`src/rtl/neander_pkg.sv`:
```
// Shared types for the Neander control unit: opcodes, ALU selects, FSM states.
package neander_pkg;

    typedef enum logic [3:0] {
        OP_NOP = 4'h0,
        OP_STA = 4'h1,
        OP_LDA = 4'h2,
        OP_ADD = 4'h3,
        OP_OR  = 4'h4,
        OP_AND = 4'h5,
        OP_NOT = 4'h6,
        OP_JMP = 4'h8,
        OP_JN  = 4'h9,
        OP_JZ  = 4'hA,
        OP_HLT = 4'hF
    } opcode_t;

    typedef logic [2:0] ula_sel_t;

    localparam ula_sel_t ULA_ADD    = 3'b000;
    localparam ula_sel_t ULA_OR     = 3'b001;
    localparam ula_sel_t ULA_AND    = 3'b010;
    localparam ula_sel_t ULA_NOT    = 3'b011;
    localparam ula_sel_t ULA_PASS_Y = 3'b100;

    typedef enum logic [3:0] {
        S_FETCH_ADDR,
        S_FETCH_WAIT,
        S_FETCH_DATA,
        S_FETCH_IR,
        S_DECODE,
        S_EXEC_ADDR,
        S_EXEC_WAIT,
        S_EXEC_DATA,
        S_EXEC_ALU,
        S_EXEC_STORE,
        S_EXEC_JUMP,
        S_HALT
    } ctrl_state_t;

    // ALU operation used by the accumulator-writing instructions.
    function automatic ula_sel_t ula_for(input logic [3:0] op);
        case (op)
            OP_LDA:  return ULA_PASS_Y;
            OP_ADD:  return ULA_ADD;
            OP_OR:   return ULA_OR;
            OP_AND:  return ULA_AND;
            OP_NOT:  return ULA_NOT;
            default: return ULA_ADD;
        endcase
    endfunction

    // Counter preload so that a wait state lasts exactly lat cycles.
    function automatic logic [2:0] wait_preload(input int lat);
        if (lat <= 0) return 3'd0;
        return 3'(lat - 1);
    endfunction

endpackage

```
`src/rtl/neander_ctrl_if.sv`:
```
// Control-unit <-> datapath bundle: IR opcode and flags in, strobes out.
interface neander_ctrl_if;
    import neander_pkg::*;

    logic [3:0] opcode;
    logic       n_flag;
    logic       z_flag;
    logic       pc_load;
    logic       pc_inc;
    logic       rem_load;
    logic       rdm_load;
    logic       ri_load;
    logic       ac_load;
    logic       n_load;
    logic       z_load;
    logic       mem_write;
    logic       sel_rem;
    ula_sel_t   sel_ula;

    modport master (
        input  opcode, n_flag, z_flag,
        output pc_load, pc_inc, rem_load, rdm_load, ri_load, ac_load,
               n_load, z_load, mem_write, sel_rem, sel_ula
    );

    modport slave (
        output opcode, n_flag, z_flag,
        input  pc_load, pc_inc, rem_load, rdm_load, ri_load, ac_load,
               n_load, z_load, mem_write, sel_rem, sel_ula
    );
endinterface

```
`src/rtl/neander_wait_cnt.sv`:
```
// Loadable 3-bit down-counter that times the memory wait states; saturates at zero.
module neander_wait_cnt (
    input  logic       clk,
    input  logic       rst,
    input  logic       load,
    input  logic [2:0] load_val,
    input  logic       dec,
    output logic       done
);
    logic [2:0] cnt;

    // Preload on wait-state entry, then count down to zero without wrapping.
    always_ff @(posedge clk or posedge rst) begin
        if (rst) begin
            cnt <= 3'd0;
        end else if (load) begin
            cnt <= load_val;
        end else if (dec && (cnt != 3'd0)) begin
            cnt <= cnt - 3'd1;
        end
    end

    assign done = (cnt == 3'd0);
endmodule

```
`src/rtl/neander_ctrl.sv`:
```
// Neander multi-cycle control unit: fetch/decode/execute sequencer for the datapath.
// Optional single-step mode is built when the macro CTRL_STEP_EN is defined.
module neander_ctrl
    import neander_pkg::*;
#(
    parameter int MEM_LAT = 1
) (
    input  logic           clk,
    input  logic           rst,
    input  logic           run,
`ifdef CTRL_STEP_EN
    input  logic           step,
`endif
    neander_ctrl_if.master dp,
    output logic           halted,
    output logic           instr_done
);
    localparam bit         LAT_ZERO     = (MEM_LAT == 0);
    localparam logic [2:0] WAIT_PRELOAD = wait_preload(MEM_LAT);

    ctrl_state_t state, next_state;
    logic        go;
    logic        cnt_load, cnt_dec, cnt_done;
    logic        pc_load, pc_inc, rem_load, rdm_load, ri_load;
    logic        ac_load, n_load, z_load, mem_write, sel_rem;
    ula_sel_t    sel_ula;

`ifdef CTRL_STEP_EN
    logic [2:0] step_sync;
    logic       step_pend;

    // Two-flop synchroniser plus edge history; a pending edge is consumed on leaving fetch.
    always_ff @(posedge clk or posedge rst) begin
        if (rst) begin
            step_sync <= 3'b000;
            step_pend <= 1'b0;
        end else begin
            step_sync <= {step_sync[1:0], step};
            if ((state == S_FETCH_ADDR) && go) begin
                step_pend <= 1'b0;
            end else if (step_sync[1] && !step_sync[2]) begin
                step_pend <= 1'b1;
            end
        end
    end

    assign go = run && step_pend;
`else
    assign go = run;
`endif

    neander_wait_cnt u_wait_cnt (
        .clk      (clk),
        .rst      (rst),
        .load     (cnt_load),
        .load_val (WAIT_PRELOAD),
        .dec      (cnt_dec),
        .done     (cnt_done)
    );

    assign cnt_dec  = (state == S_FETCH_WAIT) || (state == S_EXEC_WAIT);
    assign cnt_load = ((next_state == S_FETCH_WAIT) || (next_state == S_EXEC_WAIT))
                      && (next_state != state);

    // State register; reset aborts any instruction in progress.
    always_ff @(posedge clk or posedge rst) begin
        if (rst) begin
            state <= S_FETCH_ADDR;
        end else begin
            state <= next_state;
        end
    end

    // Next-state and strobe decode; one strobe group per state.
    always_comb begin
        next_state = state;
        pc_load    = 1'b0;
        pc_inc     = 1'b0;
        rem_load   = 1'b0;
        rdm_load   = 1'b0;
        ri_load    = 1'b0;
        ac_load    = 1'b0;
        n_load     = 1'b0;
        z_load     = 1'b0;
        mem_write  = 1'b0;
        sel_rem    = 1'b1;
        sel_ula    = ULA_ADD;
        halted     = 1'b0;
        instr_done = 1'b0;
        case (state)
            S_FETCH_ADDR: begin
                if (go) begin
                    rem_load   = 1'b1;
                    next_state = LAT_ZERO ? S_FETCH_DATA : S_FETCH_WAIT;
                end
            end
            S_FETCH_WAIT: begin
                if (cnt_done) next_state = S_FETCH_DATA;
            end
            S_FETCH_DATA: begin
                rdm_load   = 1'b1;
                pc_inc     = 1'b1;
                next_state = S_FETCH_IR;
            end
            S_FETCH_IR: begin
                ri_load    = 1'b1;
                next_state = S_DECODE;
            end
            S_DECODE: begin
                case (dp.opcode)
                    OP_STA, OP_LDA, OP_ADD, OP_OR, OP_AND: next_state = S_EXEC_ADDR;
                    OP_NOT: next_state = S_EXEC_ALU;
                    OP_JMP: next_state = S_EXEC_JUMP;
                    OP_JN: begin
                        if (dp.n_flag) begin
                            next_state = S_EXEC_JUMP;
                        end else begin
                            instr_done = 1'b1;
                            next_state = S_FETCH_ADDR;
                        end
                    end
                    OP_JZ: begin
                        if (dp.z_flag) begin
                            next_state = S_EXEC_JUMP;
                        end else begin
                            instr_done = 1'b1;
                            next_state = S_FETCH_ADDR;
                        end
                    end
                    OP_HLT: next_state = S_HALT;
                    default: begin
                        instr_done = 1'b1;
                        next_state = S_FETCH_ADDR;
                    end
                endcase
            end
            S_EXEC_ADDR: begin
                rem_load = 1'b1;
                sel_rem  = 1'b0;
                if (dp.opcode == OP_STA) begin
                    next_state = S_EXEC_STORE;
                end else begin
                    next_state = LAT_ZERO ? S_EXEC_DATA : S_EXEC_WAIT;
                end
            end
            S_EXEC_WAIT: begin
                if (cnt_done) next_state = S_EXEC_DATA;
            end
            S_EXEC_DATA: begin
                rdm_load   = 1'b1;
                next_state = S_EXEC_ALU;
            end
            S_EXEC_ALU: begin
                ac_load    = 1'b1;
                n_load     = 1'b1;
                z_load     = 1'b1;
                sel_ula    = ula_for(dp.opcode);
                instr_done = 1'b1;
                next_state = S_FETCH_ADDR;
            end
            S_EXEC_STORE: begin
                mem_write  = 1'b1;
                instr_done = 1'b1;
                next_state = S_FETCH_ADDR;
            end
            S_EXEC_JUMP: begin
                pc_load    = 1'b1;
                instr_done = 1'b1;
                next_state = S_FETCH_ADDR;
            end
            S_HALT: begin
                halted = 1'b1;
            end
            default: next_state = S_FETCH_ADDR;
        endcase
        // While reset is held the fetch state must not leak a run-gated rem_load.
        if (rst) begin
            rem_load = 1'b0;
        end
    end

    assign dp.pc_load   = pc_load;
    assign dp.pc_inc    = pc_inc;
    assign dp.rem_load  = rem_load;
    assign dp.rdm_load  = rdm_load;
    assign dp.ri_load   = ri_load;
    assign dp.ac_load   = ac_load;
    assign dp.n_load    = n_load;
    assign dp.z_load    = z_load;
    assign dp.mem_write = mem_write;
    assign dp.sel_rem   = sel_rem;
    assign dp.sel_ula   = sel_ula;
endmodule

```
`src/flat_wrapper.sv`:
```
// flat-port wrapper written by rule: the top's interface ports become plain ports
module neander_ctrl_flat import neander_pkg::*;
#(
    parameter int MEM_LAT = 1
)
  (clk, rst, run, halted, instr_done, dp_opcode, dp_n_flag, dp_z_flag, dp_pc_load, dp_pc_inc, dp_rem_load, dp_rdm_load, dp_ri_load, dp_ac_load, dp_n_load, dp_z_load, dp_mem_write, dp_sel_rem, dp_sel_ula);
  neander_ctrl_if dp_i ();
  input  logic clk;
  input  logic rst;
  input  logic run;
  output logic halted;
  output logic instr_done;
  input wire logic [$bits(dp_i.opcode)-1:0] dp_opcode;
  input wire logic [$bits(dp_i.n_flag)-1:0] dp_n_flag;
  input wire logic [$bits(dp_i.z_flag)-1:0] dp_z_flag;
  output wire logic [$bits(dp_i.pc_load)-1:0] dp_pc_load;
  output wire logic [$bits(dp_i.pc_inc)-1:0] dp_pc_inc;
  output wire logic [$bits(dp_i.rem_load)-1:0] dp_rem_load;
  output wire logic [$bits(dp_i.rdm_load)-1:0] dp_rdm_load;
  output wire logic [$bits(dp_i.ri_load)-1:0] dp_ri_load;
  output wire logic [$bits(dp_i.ac_load)-1:0] dp_ac_load;
  output wire logic [$bits(dp_i.n_load)-1:0] dp_n_load;
  output wire logic [$bits(dp_i.z_load)-1:0] dp_z_load;
  output wire logic [$bits(dp_i.mem_write)-1:0] dp_mem_write;
  output wire logic [$bits(dp_i.sel_rem)-1:0] dp_sel_rem;
  output wire logic [$bits(dp_i.sel_ula)-1:0] dp_sel_ula;
  assign dp_i.opcode = dp_opcode;
  assign dp_i.n_flag = dp_n_flag;
  assign dp_i.z_flag = dp_z_flag;
  assign dp_pc_load = dp_i.pc_load;
  assign dp_pc_inc = dp_i.pc_inc;
  assign dp_rem_load = dp_i.rem_load;
  assign dp_rdm_load = dp_i.rdm_load;
  assign dp_ri_load = dp_i.ri_load;
  assign dp_ac_load = dp_i.ac_load;
  assign dp_n_load = dp_i.n_load;
  assign dp_z_load = dp_i.z_load;
  assign dp_mem_write = dp_i.mem_write;
  assign dp_sel_rem = dp_i.sel_rem;
  assign dp_sel_ula = dp_i.sel_ula;
  neander_ctrl #(.MEM_LAT(MEM_LAT)) u_core (.clk(clk), .rst(rst), .run(run), .dp(dp_i), .halted(halted), .instr_done(instr_done));
endmodule
```
`config.mk`:
```
export PLATFORM = sky130hd
export DESIGN_NAME = neander_ctrl_flat
export DESIGN_NICKNAME = d
export VERILOG_FILES = /design/src/rtl/neander_pkg.sv /design/src/rtl/neander_ctrl_if.sv /design/src/rtl/neander_wait_cnt.sv /design/src/rtl/neander_ctrl.sv /design/src/flat_wrapper.sv
export SDC_FILE = /design/constraint.sdc
export NUM_CORES = 1
export LEC_CHECK = 0
export BUFFER_PORTS_ARGS = -buffer_cell sky130_fd_sc_hd__buf_2
export CAP_MARGIN = 10
export CORE_MARGIN = 5
export CORE_UTILIZATION = 40
export CTS_CLUSTER_SIZE = 12
export DETAILED_ROUTE_END_ITERATION = 6
export HOLD_SLACK_MARGIN = 0.15
export PLACE_DENSITY_LB_ADDON = 0.15
export REMOVE_ABC_BUFFERS = 1
export SKIP_LAST_GASP = 1
export SYNTH_ARGS = -nofsm -noshare
export SYNTH_HDL_FRONTEND = slang
export SYNTH_SLANG_ARGS = --single-unit
```
`constraint.sdc`:
```
create_clock -name clk -period 1.85 [get_ports clk]
set_input_delay 0.185 -clock clk [delete_from_list [all_inputs] [get_ports clk]]
set_output_delay 0.185 -clock clk [all_outputs]
set_load 0.005 [all_outputs]
```
-- Word-level counts from Yosys, hierarchy flattened
Index checks and enable logic that the tools add are counted.
- add/sub/neg operators: 1
- equal/unequal tests: 24
- muxes and demuxes: 27
- reductions and logical operators: 12
- operators with widths (kind ; number):
    one-hot mux 4 bit (9 select lines) ; 1
    == test 4 x 3 -> 1 bit, second input constant ; 8
    == test 4 bit, second input constant ; 8
    two-way mux 4 bit ; 6
    one-hot mux 4 bit (6 select lines) ; 1
    == test 4 x 2 -> 1 bit, second input constant ; 4
    == test 4 x 1 -> 1 bit, second input constant ; 3
    two-way mux 1 bit ; 12
    one-hot mux 3 bit (4 select lines) ; 1
    two-way mux 3 bit ; 3
    OR reduction 8 bit ; 1
    OR reduction 5 bit ; 1
    logical NOT 4 bit ; 1
    inequality test 4 bit ; 1
    one-hot mux 1 bit (2 select lines) ; 2
    logical NOT 3 bit ; 1
    one-hot mux 1 bit (3 select lines) ; 1
    nonzero test 3 bit ; 1
    OR reduction 3 bit ; 1
    subtractor 3 x 1 -> 3 bit, second input constant ; 1
    logical AND 1 bit ; 2
    logical OR 1 bit ; 2
    nonzero test 2 bit ; 1
    OR reduction 2 bit ; 1
- register bits: 7
- output and inout bits: 15
- word-level logic and storage cells: 66

-- Depth between registers and ports, before layout
Gate-level depths: netlist (run 1).
- depth in word-level cells: 8
- mapped depth: 6
- mapped depth without buffers: 6

-- Cells and area by module
From an unflattened synthesis (run 1), not the netlist that was laid out.
- cell total of the unflattened synthesis: 124
- area total of the unflattened synthesis: 889.6 sq um
- modules (own cells, without submodules) (module ; times used ; cells each ; area an instance (sq um) ; sequential area each (sq um)):
    neander_ctrl ; 1 ; 104 ; 695.7 ; 100.1
    neander_wait_cnt ; 1 ; 20 ; 193.9 ; 75.1

-- Worst setup path before layout (run 1)
Ideal clock, no wire load.
- kind: reg-to-reg
- from: register u_core.state[0]
- to: register u_core.u_wait_cnt.cnt[2]
- data arrival time: 1317 ps
- slack: 403 ps
- stages on the path, launching flop included: 6
- cells stage by stage: dfrtp_1 buf_4 or3b_4 a2111oi_4 xnor2_1 nor2_2
- longest elaborated chain between the ends: 6
- elaborated cells between the ends (all ways): 22
- classes of those cells: eq/ne (11); mux (5); reduce/logical (6)
- RTL lines (element ; RTL line ; source):
    from (decl) ; neander_ctrl.sv:21 ; ctrl_state_t state, next_state;
    from (signal assigned) ; neander_ctrl.sv:70 ; state <= next_state;
    == test 4 bit, or another cell as far along ; neander_ctrl.sv:90 ; case (state)
    one-hot mux 4 bit (9 select lines) ; neander_ctrl.sv:90 ;
    == test 4 x 1 -> 1 bit or == test 4 x 3 -> 1 bit (tied branches) ; neander_ctrl.sv:62 ; assign cnt_load = ((next_state == S_FETCH_WAIT) || (next_state == S_EXEC_WAIT))
    logical OR 1 bit ; neander_ctrl.sv:62 ;
    logical AND 1 bit ; neander_ctrl.sv:63 ; && (next_state != state);
    two-way mux 3 bit or nonzero test 2 bit (tied branches) ; -- ;
    to (signal assigned) ; neander_wait_cnt.sv:17 ; cnt <= load_val;
    to (signal assigned) ; neander_wait_cnt.sv:19 ; cnt <= cnt - 3'd1;
    to (decl) ; neander_wait_cnt.sv:10 ; logic [2:0] cnt;
Several ways; a longest one is shown, not always the timed one.
A chain may end at the register's enable or synchronous reset.

-- Final worst setup path (run 1)
- from: register u_core.state[2]
- to: register u_core.u_wait_cnt.cnt[1]
Same word-level chain as after synthesis.

==> reports/qor.yml, run 1 <==
timing:
  grt_setup_unrepaired: "true"
  fin_skew_ns: 0.007818
  relSlewSlack: 0.7014
  worst-slew-pin-transition_ns: 0.4468
  timing.final.crit_share: 0.9411
  hold_viol_final: 0
  finalMaxSlewViolations: 0
  setup_viol_count_final: 0
  fin_crit_ns: 1.741
  holdWs_ns: 0.3713
  max_freq_ghz: 0.5744
layout:
  antennaDiodeCount: 0
  fin_cells: 153
  fill_cells: 209
  area_growth_syn_to_layout_pct: 24.18
  finalNetCount: 138
  layout_commonest_cell: "buf_2"
  final_layout_size_suffix_gt1_frac: 0.3413
  mostFrequentLayoutCells: "23 x buf_2, 12 x nor2_1, 8 x a21oi_1"
clock_network:
  numCtsBuffers: 3
  cts_tree: "built"
  cts_buffer_depth: 2
  clk_pin_slew_ns: 0.06
  root_buffer: "clkbuf_4"
  htreeDepth: 1
  clk_latency_ns: 0.26
  cts.sinks: 7
die:
  rows: 16
  fp.dieW_um: 54.64
  initial_core_util: 0.4147
  fp.dieArea_um2: 2985
  core_area_um2: 1922
  ioPinCount: 24
  chipHeight_um: 54.64
power:
  p_comb_frac: 0.653
  netSwitchingFraction: 0.4585
  sequentialPowerShare: 0.238
  p_int_mw: 0.7030
  p_switching_mw: 0.5951
  power.static_leakage_nw: 0.4413
  powerDensity_nw_per_um2: 1312
  ir_drop_uv: 799.5
  p_total_mw: 1.298
  clockPowerShare: 0.110
synthesis:
  yosysWarnings: 0
  syn-mean-instance-area_um2: 7.664
  yosysSeqAreaShare: 0.2198
  yosys.cell_types.count: 37
  netlist_area_um2: 797.0
  async_flop_share: 1.000
  yosys_register_bits: 7
  synthFlopType: "dfrtp_1"
  postSynthCellCount: 104
  synth_edf_count: 0
place:
  routabilityCongestion: 0.7772
  place_inst: 146
  hpwl_um: 1492
  portBuffers: 23
route:
  viasPerCell: 5.510
  drt_wl_total_um: 1977
  dr.pass1.iters: 4
  num_vias: 843
  ant_nets: 0
  remaining_drc_errors: 0
  wire_per_inst_um: 12.92
  drtIter0Drc: 27
hold_path:
  hold_path.class: "in -> reg"
  hp-start: "dp_opcode[0]"
worst_setup_path:
  cp_top_family: "compound AO/OA/AOI/OAI gates"
  endpoint_kind: "flop"
  cp.required_ns: 2.00
  cp_slowest_cell: "dfrtp_2"
  worstSetupPathType: "reg -> reg"
  worstPathMaxFanout: 7
  regToRegStartpoint: "u_core.state[2]"
  crit_start: "u_core.state[2]"
  crit_chain: "buf_12 > or3b_4 > a211oi_2 > nor2_1 > a211oi_1"
  critPathLaunchType: "flop"
  crit_path_max_incr_delay_ns: 0.46
  critPathArrivalTime_ns: 1.89
  cp.buffers_inverters: 1
grt:
  antenna_found_initial: 0
  overflow: 0
  grt_usage: 0.1532
  grt_start_max_net_pins: 16
  grt_pass1_vias: 721
  grt_pass1_wl_um: 3318
run_status:
  status: "finished, final reports clean"
job:
  drv_cap: 0
[tightest hold or removal path, delay by kind of cell]
kind | cells | cell delay (ns)
compound gates | 2 | 0.25
buf+inv | 1 | 0.15
[power by group through the flow]
stage | clock (mW) | sequential, mW | combinational (mW)
2_1_floorplan | 0 | 0.335 | 0.530
3_3_place_gp | 0 | 0.313 | 0.767
3_5_place_dp | 0 | 0.314 | 0.782
4_1_cts | 0.147 | 0.314 | 0.788
5_1_grt | 0.161 | 0.325 | 0.960
6_report | 0.143 | 0.308 | 0.847
[cell type report]
class	count	area, um^2	area share
flip-flops and latches	7	178.9	0.1808
repair buffers	29	175.2	0.1770
well taps	27	33.78	0.03413
inverters	5	18.77	0.01896
multi-input cells	81	556.8	0.5626
clock buffers	4	26.28	0.02655
[stage by stage]
step | utilization | setup WS, ns | area, um^2 | setup TNS [ns]
floorplan | - | 0.2353 | 742.0 | 0
global route | 0.5150 | -0.03924 | 989.7 | -0.03924
detailed placement | 0.4753 | 0.1514 | 913.4 | 0
CTS | 0.4948 | 0.06376 | 950.9 | 0
finish | 0.5150 | 0.1089 | 989.7 | 0
global placement | 0.4753 | 0.1826 | 913.4 | 0
[flip-flops by register name, summed over array words and instances, names as in the netlist]
name                   flops
u_core.state               4
u_core.u_wait_cnt.cnt      3
[synthesized netlist by cell type (2+ instances only)]
cell type   n  area [um^2]
nand3_1     2        10.01
nor2b_1     3        18.77
xnor2_1     5        43.79
ha_1        2        25.02
dfrtp_1     7        175.2
nor3_1      6        30.03
nor2_1     12        45.04
nor3b_1     3        22.52
nand2b_1    6        37.54
a21oi_1     8        40.04
nand2_1     4        15.01
clkbuf_1    6        22.52
buf_4       3        22.52
a211o_1     2        17.52
buf_2       2        10.01
o21ai_0     5        25.02
inv_1       5        18.77
and3_1      3        18.77
nor4_1      2        12.51
[logic make-up after synthesis]
group,count (synthesis),synth area share
AOI/OAI and AO/OA,27,0.2606
and+or+nand+nor,46,0.3297
xor gates and xnor gates,6,0.06593
adders and majority gates,2,0.03139
buffers and inverters,16,0.09262
DFF,7,0.2198
[routing by layer]
layer / vias to the layer above / GRT usage / routed length [um] / part of all wire
met5: - / 0 / 0 / 0
met4: 0 / 0.02490 / 4 / 0.0020
met3: 2 / 0.05177 / 187 / 0.095
met2: 40 / 0.2165 / 882 / 0.45
met1: 388 / 0.2239 / 903 / 0.46
li1: 413 / - / - / -
[timing repair]
| action | 4_1_cts | 5_1_grt |
|---|---|---|
| pin swaps | 0 | 0 |
| setup endpoints to repair | 1 | 4 |
| resized for setup | 1 | 4 |
| hold endpoints to repair | 7 | 0 |
| setup buffers | 0 | 2 |
| hold buffers | 1 | 0 |
| gates cloned | 0 | 0 |
[final timing paths]
path,to,slack [ns],depth (start not counted)
setup / recovery,u_core.u_wait_cnt.cnt[1],0.11,5
setup reg to reg,u_core.u_wait_cnt.cnt[1],0.11,5
hold / removal,u_core.state[0],0.37,3
hold reg to reg,u_core.u_wait_cnt.cnt[0],0.54,2
max in group asynchronous,u_core.state[3],1.18,3
min in group asynchronous,u_core.u_wait_cnt.cnt[2],0.41,3
Note: power is estimated with default switching activity, not from simulation.
==> run 2: changes to the inputs <==
--- a/config.mk
+++ b/config.mk
@@ -14,7 +14,7 @@
 export HOLD_SLACK_MARGIN = 0.15
 export PLACE_DENSITY_LB_ADDON = 0.15
 export REMOVE_ABC_BUFFERS = 1
-export SKIP_LAST_GASP = 1
+export SLEW_MARGIN = 20
 export SYNTH_ARGS = -nofsm -noshare
 export SYNTH_HDL_FRONTEND = slang
 export SYNTH_SLANG_ARGS = --single-unit
==> constraint.sdc (replaced) <==
create_clock -name clk -period 2.3 [get_ports clk]
set_input_delay 0.23 -clock clk [delete_from_list [all_inputs] [get_ports clk]]
set_output_delay 0.23 -clock clk [all_outputs]
set_load 0.005 [all_outputs]
==> reports/qor.yml, run 2 (synthesis gave the netlist of run 1 again) <==
die:
  rows: 16  # unchanged
  fp.dieArea_um2: 2985  # unchanged
  fp.dieW_um: 54.64  # unchanged
  ioPinCount: 24  # unchanged
  core_area_um2: 1922  # unchanged
  initial_core_util: 0.4147  # unchanged
  chipHeight_um: 54.64  # unchanged
timing:
  setup_viol_count_final: 0  # unchanged
  fin_skew_ns: 0.004553  # -0.003265 ns
  fin_tns_setup_ns: 0  # unchanged
  worst-slew-pin-transition_ns: 0.5039  # +0.05713 ns
  finalMaxSlewViolations: 0  # unchanged
  hold_viol_final: 0  # unchanged
  fin_crit_ns: 1.904
  max_freq_ghz: 0.5252
  relSlewSlack: 0.6640  # -0.03731
  timing.final.crit_share: 0.8279
  grt_setup_unrepaired: "false"
layout:
  largest_registers: "u_core.state (4), u_core.u_wait_cnt.cnt (3)"
  largest_reg_flops: 4  # unchanged
  mostFrequentLayoutCells: "23 x buf_2, 12 x nor2_1, 8 x a21oi_1"
  multi_input_comb_area_um2: 548.0  # -1.6%
  seq_area_um2: 175.2  # -2.1%
  antennaDiodeCount: 0  # unchanged
  fill_cells: 196  # -6.2%
  final_layout_size_suffix_gt1_frac: 0.2787  # -0.06258
  finalNetCount: 134  # -2.9%
  top_register: "u_core.state"
  layout_commonest_cell: "buf_2"
  area_growth_syn_to_layout_pct: 17.27
worst_setup_path:
  cp_slowest_cell: "dfrtp_1"
  critPathArrivalTime_ns: 1.67  # -0.22 ns
  crit_path_max_incr_delay_ns: 0.53  # +0.07 ns
  worstPathMaxFanout: 15  # +8
  crit_chain: "nand2b_1 > nor4_1 > nand2_1 > nor2_1 > buf_2"
  worstSetupPathType: "reg -> out"
  critPathLaunchType: "flop"
  endpoint_kind: "output pin"
  cp_top_family: "simple AND/OR/NAND/NOR gates"
  cp.required_ns: 2.07  # +0.07 ns
  cp.buffers_inverters: 1  # unchanged
clock_network:
  holdBufCountCts: 1  # unchanged
  numCtsBuffers: 3  # unchanged
  cts.sinks: 7  # unchanged
  htreeDepth: 1  # unchanged
  root_buffer: "clkbuf_4"
  cts_resized: 0  # -1
  cts_buffer_depth: 2  # unchanged
  post_cts_buffers: 0  # unchanged
  clk_pin_slew_ns: 0.05  # about the same
  clk_latency_ns: 0.24  # -0.02 ns
  cts_tree: "built"
power:
  p_switching_mw: 0.4542  # -24%
  p_comb_frac: 0.583  # -0.070
  p_total_mw: 0.9651  # -26%
  clockPowerShare: 0.111  # about the same
  power.static_leakage_nw: 0.4212  # -4.5%
  netSwitchingFraction: 0.4706  # +0.01218
  sequentialPowerShare: 0.306  # +0.068
  powerDensity_nw_per_um2: 1033  # -21%
  p_int_mw: 0.5109  # -27%
  ir_drop_uv: 646.9  # -19%
route:
  viasPerCell: 5.369  # -2.6%
  drt_wl_total_um: 1821  # -7.9%
  drtIter0Drc: 24  # -11%
  num_vias: 800  # -5.1%
  wire_per_inst_um: 12.22  # -5.4%
  dr.pass1.iters: 4  # unchanged
  ant_nets: 0  # unchanged
  remaining_drc_errors: 0  # unchanged
grt:
  grt_pass1_vias: 652  # -9.6%
  grt_start_max_net_pins: 19  # +3
  antenna_found_initial: 0  # unchanged
  grt_pass1_wl_um: 2918  # -12%
  grt_usage: 0.1311  # -0.02201
  overflow: 0  # unchanged
place:
  portBuffers: 23  # unchanged
  hpwl_um: 1398  # -6.3%
  routabilityCongestion: 0.8045  # +3.5%
job:
  drv_cap: 0  # unchanged
run_status:
  status: "finished, final reports clean"
hold_path:
  hold_path.class: "in -> reg"
run 2: worst paths after layout:
path / cells after the start / start / end / slack [ns]
worst max-delay path: 5 / u_core.state[2] / dp_sel_ula[1] / 0.40
worst min-delay path: 3 / dp_opcode[0] / u_core.state[0] / 0.45
worst max register to register: 4 / u_core.state[0] / u_core.u_wait_cnt.cnt[1] / 0.51
worst min register to register: 2 / u_core.u_wait_cnt.cnt[0] / u_core.u_wait_cnt.cnt[0] / 0.54
max in group asynchronous: 3 / rst / u_core.state[3] / 1.62
min in group asynchronous: 3 / rst / u_core.u_wait_cnt.cnt[1] / 0.47
run 2: layout make-up:
cell class,count,area share
Clock buffer,4,0.02811
Multi-Input combinational cell,81,0.5863
Tap cell,27,0.03614
Inverter,5,0.02008
Timing Repair Buffer,25,0.1419
Sequential cell,7,0.1874
run 2: tightest hold or removal path: cells and delay by family:
kind	cells	cell delay (ns)
AO/OA/AOI/OAI	2	0.26
buffers and inverters	1	0.15
run 2: power by group through the flow:
| stage | clock network, mW | registers [mW] | logic [mW] |
|---|---|---|---|
| after detailed placement | 0 | 0.294 | 0.564 |
| after floorplan | 0 | 0.270 | 0.426 |
| after CTS | 0.112 | 0.291 | 0.568 |
| after global routing | 0.122 | 0.308 | 0.638 |
| final | 0.107 | 0.295 | 0.563 |
| after global placement | 0 | 0.290 | 0.553 |
run 2: per-stage QoR:
stage            util  instances  area, um^2  hold slack [ns]  setup slack, ns
6_report       0.4863        149       934.6           0.4497           0.3959
5_1_grt        0.4863        149       934.6           0.4640           0.1326
4_1_cts        0.4863        149       934.6           0.4430           0.3942
3_5_place_dp   0.4674        144       898.4           0.1811           0.5131
3_3_place_gp   0.4674        144       898.4           0.1802           0.5904
2_1_floorplan       -         93       742.0          0.03340           0.6853
run 2: layer usage:
metal	GRT usage	vias up	share of wire
met5	0	-	0
met4	0.02490	0	0
met3	0.02725	0	0.081
met2	0.1870	28	0.45
met1	0.2000	365	0.47
li1	-	407	-
==> run 3: changes to the inputs <==
==> constraint.sdc (replaced) <==
create_clock -name clk -period 1.8 [get_ports clk]
set_input_delay 0.18 -clock clk [delete_from_list [all_inputs] [get_ports clk]]
set_output_delay 0.18 -clock clk [all_outputs]
set_load 0.005 [all_outputs]
==> reports/qor.yml, run 3 (synthesis gave the netlist of run 1 again) <==
run_status:
  status: "finished, final reports clean"
grt:
  antenna_found_initial: 0  # unchanged
  overflow: 0  # unchanged
  grt_pass1_vias: 731  # +12%
  grt_start_max_net_pins: 14  # -5
  grt_pass1_wl_um: 3180  # +9.0%
  grt_usage: 0.1446  # +0.01348
route:
  drtIter0Drc: 27  # +13%
  drt_wl_total_um: 1900  # +4.3%
  num_vias: 813  # +1.6%
  remaining_drc_errors: 0  # unchanged
  dr.pass1.iters: 4  # unchanged
  wire_per_inst_um: 12.50  # +2.3%
  ant_nets: 0  # unchanged
  viasPerCell: 5.349  # -0.38%
worst_setup_path:
  critPathArrivalTime_ns: 1.49  # -0.18 ns
  regToRegStartpoint: "u_core.state[2]"
  cp.buffers_inverters: 2  # +1
  endpoint_kind: "output pin"
  cp_top_family: "simple AND/OR/NAND/NOR gates"
  worstPathMaxFanout: 10  # -5
  worstSetupPathType: "reg -> out"
  cp.required_ns: 1.62  # -0.45 ns
  crit_start: "u_core.state[1]"
  crit_path_max_incr_delay_ns: 0.45  # -0.08 ns
  reg2reg_depth: 4  # unchanged
  path_depth: 5  # unchanged
  cp_slowest_cell: "dfrtp_2"
  critPathLaunchType: "flop"
  crit_chain: "buf_4 > nor4_4 > nand2_1 > nor2_1 > buf_2"
die:
  core_area_um2: 1922  # unchanged
  initial_core_util: 0.4147  # unchanged
  fp.dieW_um: 54.64  # unchanged
  rows: 16  # unchanged
  chipHeight_um: 54.64  # unchanged
  fp.dieArea_um2: 2985  # unchanged
  ioPinCount: 24  # unchanged
place:
  hpwl_um: 1484  # +6.1%
  preCtsSetupSlack_ns: 0.2273  # -0.2858 ns
  portBuffers: 23  # unchanged
  routabilityCongestion: 0.7881  # -2.0%
layout:
  finalNetCount: 137  # +2.2%
  layout_commonest_cell: "buf_2"
  final_layout_size_suffix_gt1_frac: 0.3280  # +0.04931
  mostFrequentLayoutCells: "23 x buf_2, 12 x nor2_1, 8 x a21oi_1"
  largest_reg_flops: 4  # unchanged
  largest_registers: "u_core.state (4), u_core.u_wait_cnt.cnt (3)"
  antennaDiodeCount: 0  # unchanged
  top_register: "u_core.state"
  area_growth_syn_to_layout_pct: 22.61
clock_network:
  cts_tree: "built"
  clk_pin_slew_ns: 0.05  # about the same
  cts_buffer_depth: 2  # unchanged
  root_buffer: "clkbuf_4"
  htreeDepth: 1  # unchanged
  cts.sinks: 7  # unchanged
  numCtsBuffers: 3  # unchanged
  post_cts_buffers: 0  # unchanged
  clk_latency_ns: 0.25  # about the same
timing:
  hold_viol_final: 0  # unchanged
  worst-slew-pin-transition_ns: 0.4399  # -0.06405 ns
  relSlewSlack: 0.7061  # +0.04209
  timing.final.crit_share: 0.9281
  fin_skew_ns: 0.001852  # -0.002701 ns
  setup_viol_count_final: 0  # unchanged
  finalWorstSetupSlack_ns: 0.1294  # -0.2664 ns
  fin_tns_setup_ns: 0  # unchanged
  fin_crit_ns: 1.671
  finalMaxSlewViolations: 0  # unchanged
  max_freq_ghz: 0.5986
  holdWs_ns: 0.3794  # -0.07030 ns
power:
  powerDensity_nw_per_um2: 1333  # +29%
  power.static_leakage_nw: 0.4353  # +3.3%
  ir_drop_uv: 747.4  # +16%
hold_path:
  hp-start: "dp_opcode[0]"
  hold_path.class: "in -> reg"
  hold_depth: 3  # unchanged
job:
  drv_cap: 0  # unchanged
## run 3: layer usage
layer  vias to the layer above  global-route usage  wire (um)
li1                        410                   -          -
met5                         -                   0          0
met2                        34              0.1929        784
met4                         0             0.04979          5
met3                         2             0.02997        201
met1                       367              0.2219        909
## run 3: final timing paths
| kind | slack (ns) | endpoint |
|---|---|---|
| min | 0.38 | u_core.state[0] |
| min in group asynchronous | 0.41 | u_core.state[0] |
| max in group asynchronous | 1.15 | u_core.state[1] |
| min reg2reg | 0.54 | u_core.u_wait_cnt.cnt[0] |
| max reg2reg | 0.22 | u_core.u_wait_cnt.cnt[1] |
| max | 0.13 | dp_sel_ula[1] |
## run 3: what timing repair did
item,CTS,global route
setup endpoints to repair,1,3
endpoints found under the hold margin,7,0
hold buffers,1,0
resized for setup,1,4
## run 3: layout make-up
cell class                      instances  area (um^2)
Multi-Input combinational cell         81        565.5
Inverter                                5        18.77
Tap cell                               27        33.78
Timing Repair Buffer                   28        155.1
Sequential cell                         7        177.7
Clock buffer                            4        26.28
Fill cell                             202        944.7
## run 3: power by group
part           internal [mW]  switching, mW
Clock                 0.0847         0.0602
Sequential             0.229         0.0859
Combinational          0.383          0.460
## run 3: metrics by stage
step | power [mW] | instance area, um^2 | cells | util
global placement | 1.126 | 920.9 | 147 | 0.4792
CTS | 1.289 | 958.4 | 152 | 0.4987
finish | 1.303 | 977.2 | 152 | 0.5085
floorplan | 0.8891 | 742.0 | 93 | -
global route | 1.442 | 977.2 | 152 | 0.5085
detailed placement | 1.138 | 920.9 | 147 | 0.4792
## run 3: tightest hold or removal path, stage by stage
cell      delay [ns]
buf_2           0.17
a21oi_1         0.10
o211ai_1        0.14
